## config.mk

```make
export PLATFORM = sky130hd
export DESIGN_NAME = eh2_ifu_ghr_tracker_flat
export DESIGN_NICKNAME = d
export VERILOG_FILES = /design/src/rtl/eh2_ifu_ghr_tracker_if.sv /design/src/rtl/eh2_ifu_ghr_tracker.sv /design/src/flat_wrapper.sv
export SDC_FILE = /design/constraint.sdc
export NUM_CORES = 1
export LEC_CHECK = 0
export ABC_AREA = 1
export BUFFER_PORTS_ARGS = -buffer_cell sky130_fd_sc_hd__buf_2
export CAP_MARGIN = 40
export CORE_MARGIN = 2
export CORE_UTILIZATION = 54
export DETAILED_ROUTE_END_ITERATION = 8
export PLACE_DENSITY = 0.79
export REMOVE_ABC_BUFFERS = 1
export SLEW_MARGIN = 20
export SYNTH_ARGS = -nofsm -noshare
export SYNTH_HDL_FRONTEND = slang
export SYNTH_SLANG_ARGS = --single-unit
export TNS_END_PERCENT = 100
```

## constraint.sdc

```tcl
create_clock -name clk -period 1.88 [get_ports clk]
set_input_delay 0.376 -clock clk [delete_from_list [all_inputs] [get_ports clk]]
set_output_delay 0.376 -clock clk [all_outputs]
set_load 0.005 [all_outputs]
```

## src/rtl/eh2_ifu_ghr_tracker_if.sv

```systemverilog
// Fetch/resolve/flush event bus and per-thread GHR status for eh2_ifu_ghr_tracker.
// EH2_GHR_PERF_EN adds the per-thread performance counter outputs.
interface eh2_ifu_ghr_tracker_if #(
  parameter int NUM_THREADS  = 2,
  parameter int BHT_GHR_SIZE = 8,
  parameter int CNT_W        = 4
);
  logic                                ifu_pred_valid;
  logic                                ifu_pred_tid;
  logic                                ifu_pred_taken;
  logic                                exu_res_valid;
  logic                                exu_res_tid;
  logic                                exu_res_taken;
  logic                                exu_res_mispred;
  logic                                dec_flush_valid;
  logic                                dec_flush_tid;
  logic [NUM_THREADS*BHT_GHR_SIZE-1:0] fetch_ghr;
  logic [NUM_THREADS*BHT_GHR_SIZE-1:0] commit_ghr;
  logic [NUM_THREADS-1:0]              ghr_full;
  logic [NUM_THREADS*CNT_W-1:0]        ghr_inflight;
  logic [NUM_THREADS-1:0]              ghr_err;
`ifdef EH2_GHR_PERF_EN
  logic [NUM_THREADS*32-1:0]           ghr_perf_pred;
  logic [NUM_THREADS*32-1:0]           ghr_perf_mp;

  modport master (
    output ifu_pred_valid, ifu_pred_tid, ifu_pred_taken,
    output exu_res_valid, exu_res_tid, exu_res_taken, exu_res_mispred,
    output dec_flush_valid, dec_flush_tid,
    input  fetch_ghr, commit_ghr, ghr_full, ghr_inflight, ghr_err,
    input  ghr_perf_pred, ghr_perf_mp
  );
  modport slave (
    input  ifu_pred_valid, ifu_pred_tid, ifu_pred_taken,
    input  exu_res_valid, exu_res_tid, exu_res_taken, exu_res_mispred,
    input  dec_flush_valid, dec_flush_tid,
    output fetch_ghr, commit_ghr, ghr_full, ghr_inflight, ghr_err,
    output ghr_perf_pred, ghr_perf_mp
  );
`else
  modport master (
    output ifu_pred_valid, ifu_pred_tid, ifu_pred_taken,
    output exu_res_valid, exu_res_tid, exu_res_taken, exu_res_mispred,
    output dec_flush_valid, dec_flush_tid,
    input  fetch_ghr, commit_ghr, ghr_full, ghr_inflight, ghr_err
  );
  modport slave (
    input  ifu_pred_valid, ifu_pred_tid, ifu_pred_taken,
    input  exu_res_valid, exu_res_tid, exu_res_taken, exu_res_mispred,
    input  dec_flush_valid, dec_flush_tid,
    output fetch_ghr, commit_ghr, ghr_full, ghr_inflight, ghr_err
  );
`endif
endinterface

```

## src/rtl/eh2_ifu_ghr_tracker.sv

```systemverilog
// Per-thread speculative/committed global branch history with in-flight bound.
// Optional macro EH2_GHR_PERF_EN adds saturating prediction/mispredict counters.
module eh2_ifu_ghr_thread #(
  parameter int S            = 8,
  parameter int MAX_INFLIGHT = 8,
  parameter int CNT_W        = 4
) (
  input  logic             clk,
  input  logic             rst,
  input  logic             pred,
  input  logic             pred_taken,
  input  logic             res,
  input  logic             res_taken,
  input  logic             res_mispred,
  input  logic             flush,
  output logic [S-1:0]     f_q,
  output logic [S-1:0]     c_q,
  output logic [CNT_W-1:0] n_q,
  output logic             full_q,
  output logic             err_q
`ifdef EH2_GHR_PERF_EN
  ,
  output logic [31:0]      perf_pred_q,
  output logic [31:0]      perf_mp_q
`endif
);
  logic             mp, kill, acc;
  logic [S-1:0]     f_d, c_d;
  logic [CNT_W-1:0] n_d;
  logic             full_d, err_d;

  always_comb begin
    mp   = res & res_mispred;
    kill = mp | flush;
    acc  = pred & ~full_q;

    c_d = res ? {c_q[S-2:0], res_taken} : c_q;

    // Recovery rebuilds fetch history from the committed copy (old C).
    f_d = f_q;
    if (mp | (flush & res))
      f_d = {c_q[S-2:0], res_taken};
    else if (flush)
      f_d = c_q;
    else if (acc)
      f_d = {f_q[S-2:0], pred_taken};

    n_d   = n_q;
    err_d = err_q;
    if (kill) begin
      n_d = '0;
    end else begin
      if (acc && !res)
        n_d = n_q + CNT_W'(1);
      else if (res && !acc && n_q != '0)
        n_d = n_q - CNT_W'(1);
      if (res && n_q == '0) err_d = 1'b1;
      if (pred && full_q)   err_d = 1'b1;
    end

    full_d = (n_d == CNT_W'(MAX_INFLIGHT));
  end

  always_ff @(posedge clk or posedge rst) begin
    if (rst) begin
      f_q    <= '0;
      c_q    <= '0;
      n_q    <= '0;
      full_q <= 1'b0;
      err_q  <= 1'b0;
    end else begin
      f_q    <= f_d;
      c_q    <= c_d;
      n_q    <= n_d;
      full_q <= full_d;
      err_q  <= err_d;
    end
  end

`ifdef EH2_GHR_PERF_EN
  logic [31:0] perf_pred_d, perf_mp_d;

  always_comb begin
    perf_pred_d = perf_pred_q;
    perf_mp_d   = perf_mp_q;
    if (acc && !kill && perf_pred_q != '1) perf_pred_d = perf_pred_q + 32'd1;
    if (mp && perf_mp_q != '1)             perf_mp_d   = perf_mp_q + 32'd1;
  end

  always_ff @(posedge clk or posedge rst) begin
    if (rst) begin
      perf_pred_q <= '0;
      perf_mp_q   <= '0;
    end else begin
      perf_pred_q <= perf_pred_d;
      perf_mp_q   <= perf_mp_d;
    end
  end
`endif
endmodule

module eh2_ifu_ghr_tracker #(
  parameter int NUM_THREADS  = 2,
  parameter int BHT_GHR_SIZE = 8,
  parameter int MAX_INFLIGHT = 8,
  parameter int CNT_W        = 4
) (
  input  logic                    clk,
  input  logic                    rst,
  eh2_ifu_ghr_tracker_if.slave    io
);
  localparam int S = BHT_GHR_SIZE;

  logic [NUM_THREADS-1:0] pred_t, res_t, fl_t;

  for (genvar t = 0; t < NUM_THREADS; t++) begin : g_thr
    // With a single thread every event belongs to thread 0.
    if (NUM_THREADS == 1) begin : g_one
      always_comb begin
        pred_t[t] = io.ifu_pred_valid;
        res_t[t]  = io.exu_res_valid;
        fl_t[t]   = io.dec_flush_valid;
      end
    end else begin : g_multi
      always_comb begin
        pred_t[t] = io.ifu_pred_valid  & (io.ifu_pred_tid  == 1'(t));
        res_t[t]  = io.exu_res_valid   & (io.exu_res_tid   == 1'(t));
        fl_t[t]   = io.dec_flush_valid & (io.dec_flush_tid == 1'(t));
      end
    end

    eh2_ifu_ghr_thread #(
      .S            (S),
      .MAX_INFLIGHT (MAX_INFLIGHT),
      .CNT_W        (CNT_W)
    ) u_thr (
      .clk         (clk),
      .rst         (rst),
      .pred        (pred_t[t]),
      .pred_taken  (io.ifu_pred_taken),
      .res         (res_t[t]),
      .res_taken   (io.exu_res_taken),
      .res_mispred (io.exu_res_mispred),
      .flush       (fl_t[t]),
      .f_q         (io.fetch_ghr[t*S +: S]),
      .c_q         (io.commit_ghr[t*S +: S]),
      .n_q         (io.ghr_inflight[t*CNT_W +: CNT_W]),
      .full_q      (io.ghr_full[t]),
      .err_q       (io.ghr_err[t])
`ifdef EH2_GHR_PERF_EN
      ,
      .perf_pred_q (io.ghr_perf_pred[t*32 +: 32]),
      .perf_mp_q   (io.ghr_perf_mp[t*32 +: 32])
`endif
    );
  end
endmodule

```

## src/flat_wrapper.sv

```systemverilog
// flat-port wrapper written by rule: the top's interface ports become plain ports
module eh2_ifu_ghr_tracker_flat 
#(
  parameter int NUM_THREADS  = 2,
  parameter int BHT_GHR_SIZE = 8,
  parameter int MAX_INFLIGHT = 8,
  parameter int CNT_W        = 4
)
  (clk, rst, io_ifu_pred_valid, io_ifu_pred_tid, io_ifu_pred_taken, io_exu_res_valid, io_exu_res_tid, io_exu_res_taken, io_exu_res_mispred, io_dec_flush_valid, io_dec_flush_tid, io_fetch_ghr, io_commit_ghr, io_ghr_full, io_ghr_inflight, io_ghr_err);
  eh2_ifu_ghr_tracker_if #(.NUM_THREADS(NUM_THREADS), .BHT_GHR_SIZE(BHT_GHR_SIZE), .CNT_W(CNT_W)) io_i ();
  input  logic clk;
  input  logic rst;
  input wire logic [$bits(io_i.ifu_pred_valid)-1:0] io_ifu_pred_valid;
  input wire logic [$bits(io_i.ifu_pred_tid)-1:0] io_ifu_pred_tid;
  input wire logic [$bits(io_i.ifu_pred_taken)-1:0] io_ifu_pred_taken;
  input wire logic [$bits(io_i.exu_res_valid)-1:0] io_exu_res_valid;
  input wire logic [$bits(io_i.exu_res_tid)-1:0] io_exu_res_tid;
  input wire logic [$bits(io_i.exu_res_taken)-1:0] io_exu_res_taken;
  input wire logic [$bits(io_i.exu_res_mispred)-1:0] io_exu_res_mispred;
  input wire logic [$bits(io_i.dec_flush_valid)-1:0] io_dec_flush_valid;
  input wire logic [$bits(io_i.dec_flush_tid)-1:0] io_dec_flush_tid;
  output wire logic [$bits(io_i.fetch_ghr)-1:0] io_fetch_ghr;
  output wire logic [$bits(io_i.commit_ghr)-1:0] io_commit_ghr;
  output wire logic [$bits(io_i.ghr_full)-1:0] io_ghr_full;
  output wire logic [$bits(io_i.ghr_inflight)-1:0] io_ghr_inflight;
  output wire logic [$bits(io_i.ghr_err)-1:0] io_ghr_err;
  assign io_i.ifu_pred_valid = io_ifu_pred_valid;
  assign io_i.ifu_pred_tid = io_ifu_pred_tid;
  assign io_i.ifu_pred_taken = io_ifu_pred_taken;
  assign io_i.exu_res_valid = io_exu_res_valid;
  assign io_i.exu_res_tid = io_exu_res_tid;
  assign io_i.exu_res_taken = io_exu_res_taken;
  assign io_i.exu_res_mispred = io_exu_res_mispred;
  assign io_i.dec_flush_valid = io_dec_flush_valid;
  assign io_i.dec_flush_tid = io_dec_flush_tid;
  assign io_fetch_ghr = io_i.fetch_ghr;
  assign io_commit_ghr = io_i.commit_ghr;
  assign io_ghr_full = io_i.ghr_full;
  assign io_ghr_inflight = io_i.ghr_inflight;
  assign io_ghr_err = io_i.ghr_err;
  eh2_ifu_ghr_tracker #(.NUM_THREADS(NUM_THREADS), .BHT_GHR_SIZE(BHT_GHR_SIZE), .MAX_INFLIGHT(MAX_INFLIGHT), .CNT_W(CNT_W)) u_core (.clk(clk), .rst(rst), .io(io_i));
endmodule
```

Word-level counts from Yosys, hierarchy flattened:

Cells that the tools add are included.

* flip-flop bits (word level): 44
* input port bits: 11
* output and inout port bits: 44
* word-level logic and storage cells: 79

* $add $sub $neg: 4
* equal/unequal tests: 2
* multiplexer cells: 16
* bitwise logic cells: 23
* reductions and logical operators: 24

Operators with widths (number)
* $mux W8: 6
* $mux W4: 6
* $and A1 B1 Y1: 12
* $logic_and A1 B1 Y1: 10
* $add A4 B1 Y4 const B: 2
* $eq A4 B4 Y1 const B: 2
* $logic_not A4 Y1: 2
* $reduce_bool A4 Y1: 2
* $sub A4 B1 Y4 const B: 2
* $not A1 Y1: 7
* $reduce_bool A3 Y1: 2
* $logic_not A1 Y1: 4
* $mux W1: 4
* $or A1 B1 Y1: 4
* $reduce_and A2 Y1: 2
* $reduce_bool A2 Y1: 2

Depth between registers and ports, before layout:

* word-level depth: 10
* mapped depth: 10

Cells and area by module:

A second synthesis with hierarchy kept.

* cells, all modules: 340
* area total of the unflattened synthesis: 2529.9 um^2

Modules (own cells, without submodules)
* eh2_ifu_ghr_thread: times used 2, cells each 164, area an instance 1238.7 um^2, sequential area each 550.5 um^2
* eh2_ifu_ghr_tracker: times used 1, cells each 12, area an instance 52.6 um^2, sequential area each 0.0 um^2

Worst setup path after synthesis:

Ideal clock, no wire load.

* path kind: register -> register
* start point: register u_core.g_thr[1].u_thr.n_q[0]
* end point: register u_core.g_thr[1].u_thr.full_q
* setup time: 115 ps
* data arrival time: 1335 ps
* path slack: 430 ps
* cell stages (with the launch flop): 11
* buffers on the path: 0
* period minus slack after synthesis: 1450 ps
* cell sequence: dfrtp_1 > inv_1 > ha_1 > nand3_1 > inv_1 > nor2_2 > nand2_1 > nand3_1 > nand3_1 > nand2_1 > nor2_1

* longest elaborated chain between the ends: 6

Ends and longest elaborated chain
* start, declared: RTL line eh2_ifu_ghr_tracker.sv:18 `output logic [CNT_W-1:0] n_q,`
* start signal, assigned: RTL line eh2_ifu_ghr_tracker.sv:74 `n_q <= n_d;`
* branches (longest 3 deep; another with $sub A4 B1 Y4)
* $mux W4 (*): RTL line eh2_ifu_ghr_tracker.sv:53 `if (acc && !res)`
* $mux W4 (*): RTL line eh2_ifu_ghr_tracker.sv:50 `if (kill) begin`
* $eq A4 B4 Y1 (*): RTL line eh2_ifu_ghr_tracker.sv:61 `full_d = (n_d == CNT_W'(MAX_INFLIGHT));`
* via u_core.g_thr[1].u_thr.full_d: RTL line eh2_ifu_ghr_tracker.sv:30 `logic full_d, err_d;`
* end signal, assigned: RTL line eh2_ifu_ghr_tracker.sv:75 `full_q <= full_d;`
* end, declared: RTL line eh2_ifu_ghr_tracker.sv:19 `output logic full_q,`

Mark *: on every way through the listed nets, which the timed path passes.
A chain may end at the register's enable or synchronous reset.

Worst setup path in the final report:

Ends and elaborated chain as after synthesis.

==> flow_summary.toml <==
[status]
status = "completed"

[floorplanning]
rows = 24
fp.dieW_um = 72.2
dieArea_um2 = 5210
start_util_pct = 56.9
io_pins = 55
die_y_um = 72.2
core_um2 = 4410

[yosys]
yosys_warnings = 0
synth_edf_count = 0
synth-seq-cells = 44
synth_area_um2 = 2510
ys_async_sr_fraction_pct = 100
ys.flop_type = "dfrtp_1"
syn_avg_cell_area_um2 = 7.75
ys_seq_area_share_pct = 43.8
synthDistinctLibCells = 32
netlist_instances = 324

[critical_path]
cp-end-kind = "register"
cpMaxStageDelayCell = "dfrtp_1"
path_class = "reg2reg"
crit_path_cell_trace = "inv_1 > ha_1 > nand3_1 > inv_1 > nor2_2 > nand2_1 > nand3_1 > nand3_1 > nand2_1 > nor2_1"
critPathLaunchType = "register"
cp_data_arrival_time_ns = 1.83
worst-path-max-fanout = 5
worstPathRequired_ns = 2.08
slowest_delay_ns = 0.41
crit_path_frequent_cell = "nand3_1"

[placement]
hpwl_um = 3830
place_congestion = 0.824
dpl_worst_slack_ns = 0.169
portBuffers = 54
dp.cells = 421

[timing]
slew-limit-headroom_pct = 62.3
tns_ns = 0
setup_viol = 0
fin_ws_ns = 0.246
tightest_slew_ns = 0.565
timing.fmax_ghz = 0.612
period_share_pct = 86.9
finalHoldViolCount = 0
drv_slew = 0
clock_skew_ns = 0.00610
rsz0062_at_grt = "no"
whs_ns = 0.189
fin_crit_ns = 1.63

[cts]
cts_tree = "done"
clk_pin_slew_ns = 0.08
cts.sinks = 44
cts_max_level = 2
cts_buffer_depth = 2
cts_resized = 0
cts_setup_buffers = 0
worstSkewPairLatency_ns = 0.30
cts_buffers = 5
root_buffer = "clkbuf_8"
holdBufCountCts = 0

[final_layout]
drive_gt1_share_pct = 22.0
multi_input_area_um2 = 1120
antennaDiodeCount = 0
syn2layout_area_growth_pct = 14.7
nNetsFinal = 391
nFillCells = 414
instances_no_fill = 429
regArea_um2 = 1100

[global_route]
track_usage_pct = 22.5
grt_overflow_total = 0
grt_pass1_wl_um = 9250
first_global_vias = 2111
grt_max_degree = 45
antenna_found_initial = 0

[power]
p_leak_nw = 1.61
cellPowerDensity_nw_per_um2 = 1120
power_mw = 3.22
ir_worst_vdd_uv = 625

[detailed_routing]
drtAntennaViolNets = 0
dr.pass1.iters = 4
viasPerCell = 5.24
totalWireLength_um = 5420
drt-initial-drc-count = 136
avgRoutedWirePerCell_um = 12.6
remaining_drc_errors = 0
dr_total_vias = 2248

[min_path]
hp-class = "in2async"

[job]
drv_cap = 0
-- synthesized netlist by cell type (4+ instances only) --
master | number | area, um^2
o211ai_1 | 17 | 128
buf_6 | 4 | 45.0
ha_1 | 4 | 50.1
buf_4 | 5 | 37.5
inv_1 | 45 | 169
nand3_1 | 20 | 100
o21ai_1 | 8 | 40.0
nand2_1 | 102 | 383
o21ai_0 | 33 | 165
inv_2 | 5 | 18.8
nor2_1 | 8 | 30.0
dfrtp_1 | 44 | 1100
-- critical path, delay by kind of cell, from the launching register on --
family	cells	cell delay [ns]
DFF	1	0.41
adders and majority gates	1	0.24
and+or+nand+nor	7	0.69
buffers and inverters	2	0.18
-- worst paths after layout --
| kind | start | endpoint | slack [ns] | depth (start not counted) |
|---|---|---|---|---|
| setup / recovery | u_core.g_thr[1].u_thr.n_q[0]$_DFF_PP0_ | u_core.g_thr[1].u_thr.full_q$_DFF_PP0_ | 0.25 | 10 |
| hold / removal | rst | u_core.g_thr[0].u_thr.full_q$_DFF_PP0_ | 0.19 | 3 |
| setup reg to reg | u_core.g_thr[1].u_thr.n_q[0]$_DFF_PP0_ | u_core.g_thr[1].u_thr.full_q$_DFF_PP0_ | 0.25 | 10 |
| hold reg to reg | u_core.g_thr[1].u_thr.err_q$_DFFE_PP0P_ | u_core.g_thr[1].u_thr.err_q$_DFFE_PP0P_ | 0.46 | 1 |
| max in group asynchronous | rst | u_core.g_thr[0].u_thr.c_q[5]$_DFFE_PP0N_ | 1.28 | 3 |
| min in group clk | io_exu_res_taken | u_core.g_thr[1].u_thr.c_q[0]$_DFFE_PP0N_ | 0.34 | 3 |
-- kinds of logic (layout without fill, tap and decap cells) --
logic type                 after synthesis  count (layout)  synth area share (%)
DFF                                     44              44                  43.8
xor gates and xnor gates                 3               3                  1.05
adders and majority gates                4               4                  1.99
AOI/OAI and AO/OA                       66              66                  15.8
buffers and inverters                   63             116                  11.5
and+or+nand+nor                        144             144                  25.8
-- layout make-up --
| cell class | count | share of cell area (%) |
|---|---|---|
| sequential | 44 | 38.2 |
| inverter | 51 | 6.73 |
| timing repair buffer | 57 | 10.2 |
| multi-input combinational | 217 | 38.9 |
| tap | 52 | 2.26 |
| clock inverter | 2 | 1.22 |
| clock buffer | 6 | 2.52 |
-- metrics by stage --
stage / utilization (%) / cell area [um^2]
after floorplan: - / 2420
after global placement: 62.8 / 2770
after detailed placement: 62.8 / 2770
after CTS: 65.3 / 2880
after global routing: 65.3 / 2880
final: 65.3 / 2880
-- state kept, by name, summed over array words and instances, names as in the netlist --
name / flops
u_core.g_thr.u_thr.full_q: 2
u_core.g_thr.u_thr.c_q: 16
u_core.g_thr.u_thr.err_q: 2
u_core.g_thr.u_thr.f_q: 16
u_core.g_thr.u_thr.n_q: 8
-- cell usage in the layout (no fill, tap or decap), types with 2 or more instances in the layout --
| cell | Yosys | final |
|---|---|---|
| xor2_1 | 2 | 2 |
| inv_2 | 5 | 5 |
| ha_1 | 4 | 4 |
| nor2_2 | 2 | 2 |
| nor2_1 | 8 | 8 |
| o211ai_1 | 17 | 17 |
| clkbuf_8 | 0 | 5 |
| buf_4 | 5 | 3 |
| nor2_4 | 2 | 2 |
| o21ai_1 | 8 | 8 |
| nand2_2 | 2 | 2 |
| nand2_4 | 2 | 2 |
| buf_2 | 1 | 54 |
| nand3_4 | 2 | 2 |
| dfrtp_1 | 44 | 44 |
| o21ai_0 | 33 | 33 |
| a21oi_1 | 2 | 2 |
| nand4_1 | 2 | 2 |
| nand3_1 | 20 | 20 |
| nand2_1 | 102 | 102 |
| inv_1 | 45 | 44 |
-- per-layer routing --
| layer | share of wire [%] | global-route usage (%) |
|---|---|---|
| met4 | 1.2 | 7.13 |
| met1 | 47 | 29.1 |
| met2 | 46 | 37.4 |
| met3 | 5.6 | 5.42 |
| met5 | 0 | 0 |
-- where the power goes --
| part | switching, mW | internal (mW) | total [mW] |
|---|---|---|---|
| Clock | 0.318 | 0.394 | 0.713 |
| Combinational | 0.652 | 0.473 | 1.13 |
| Sequential | 0.208 | 1.17 | 1.38 |
(Power assumes the default switching activity.)
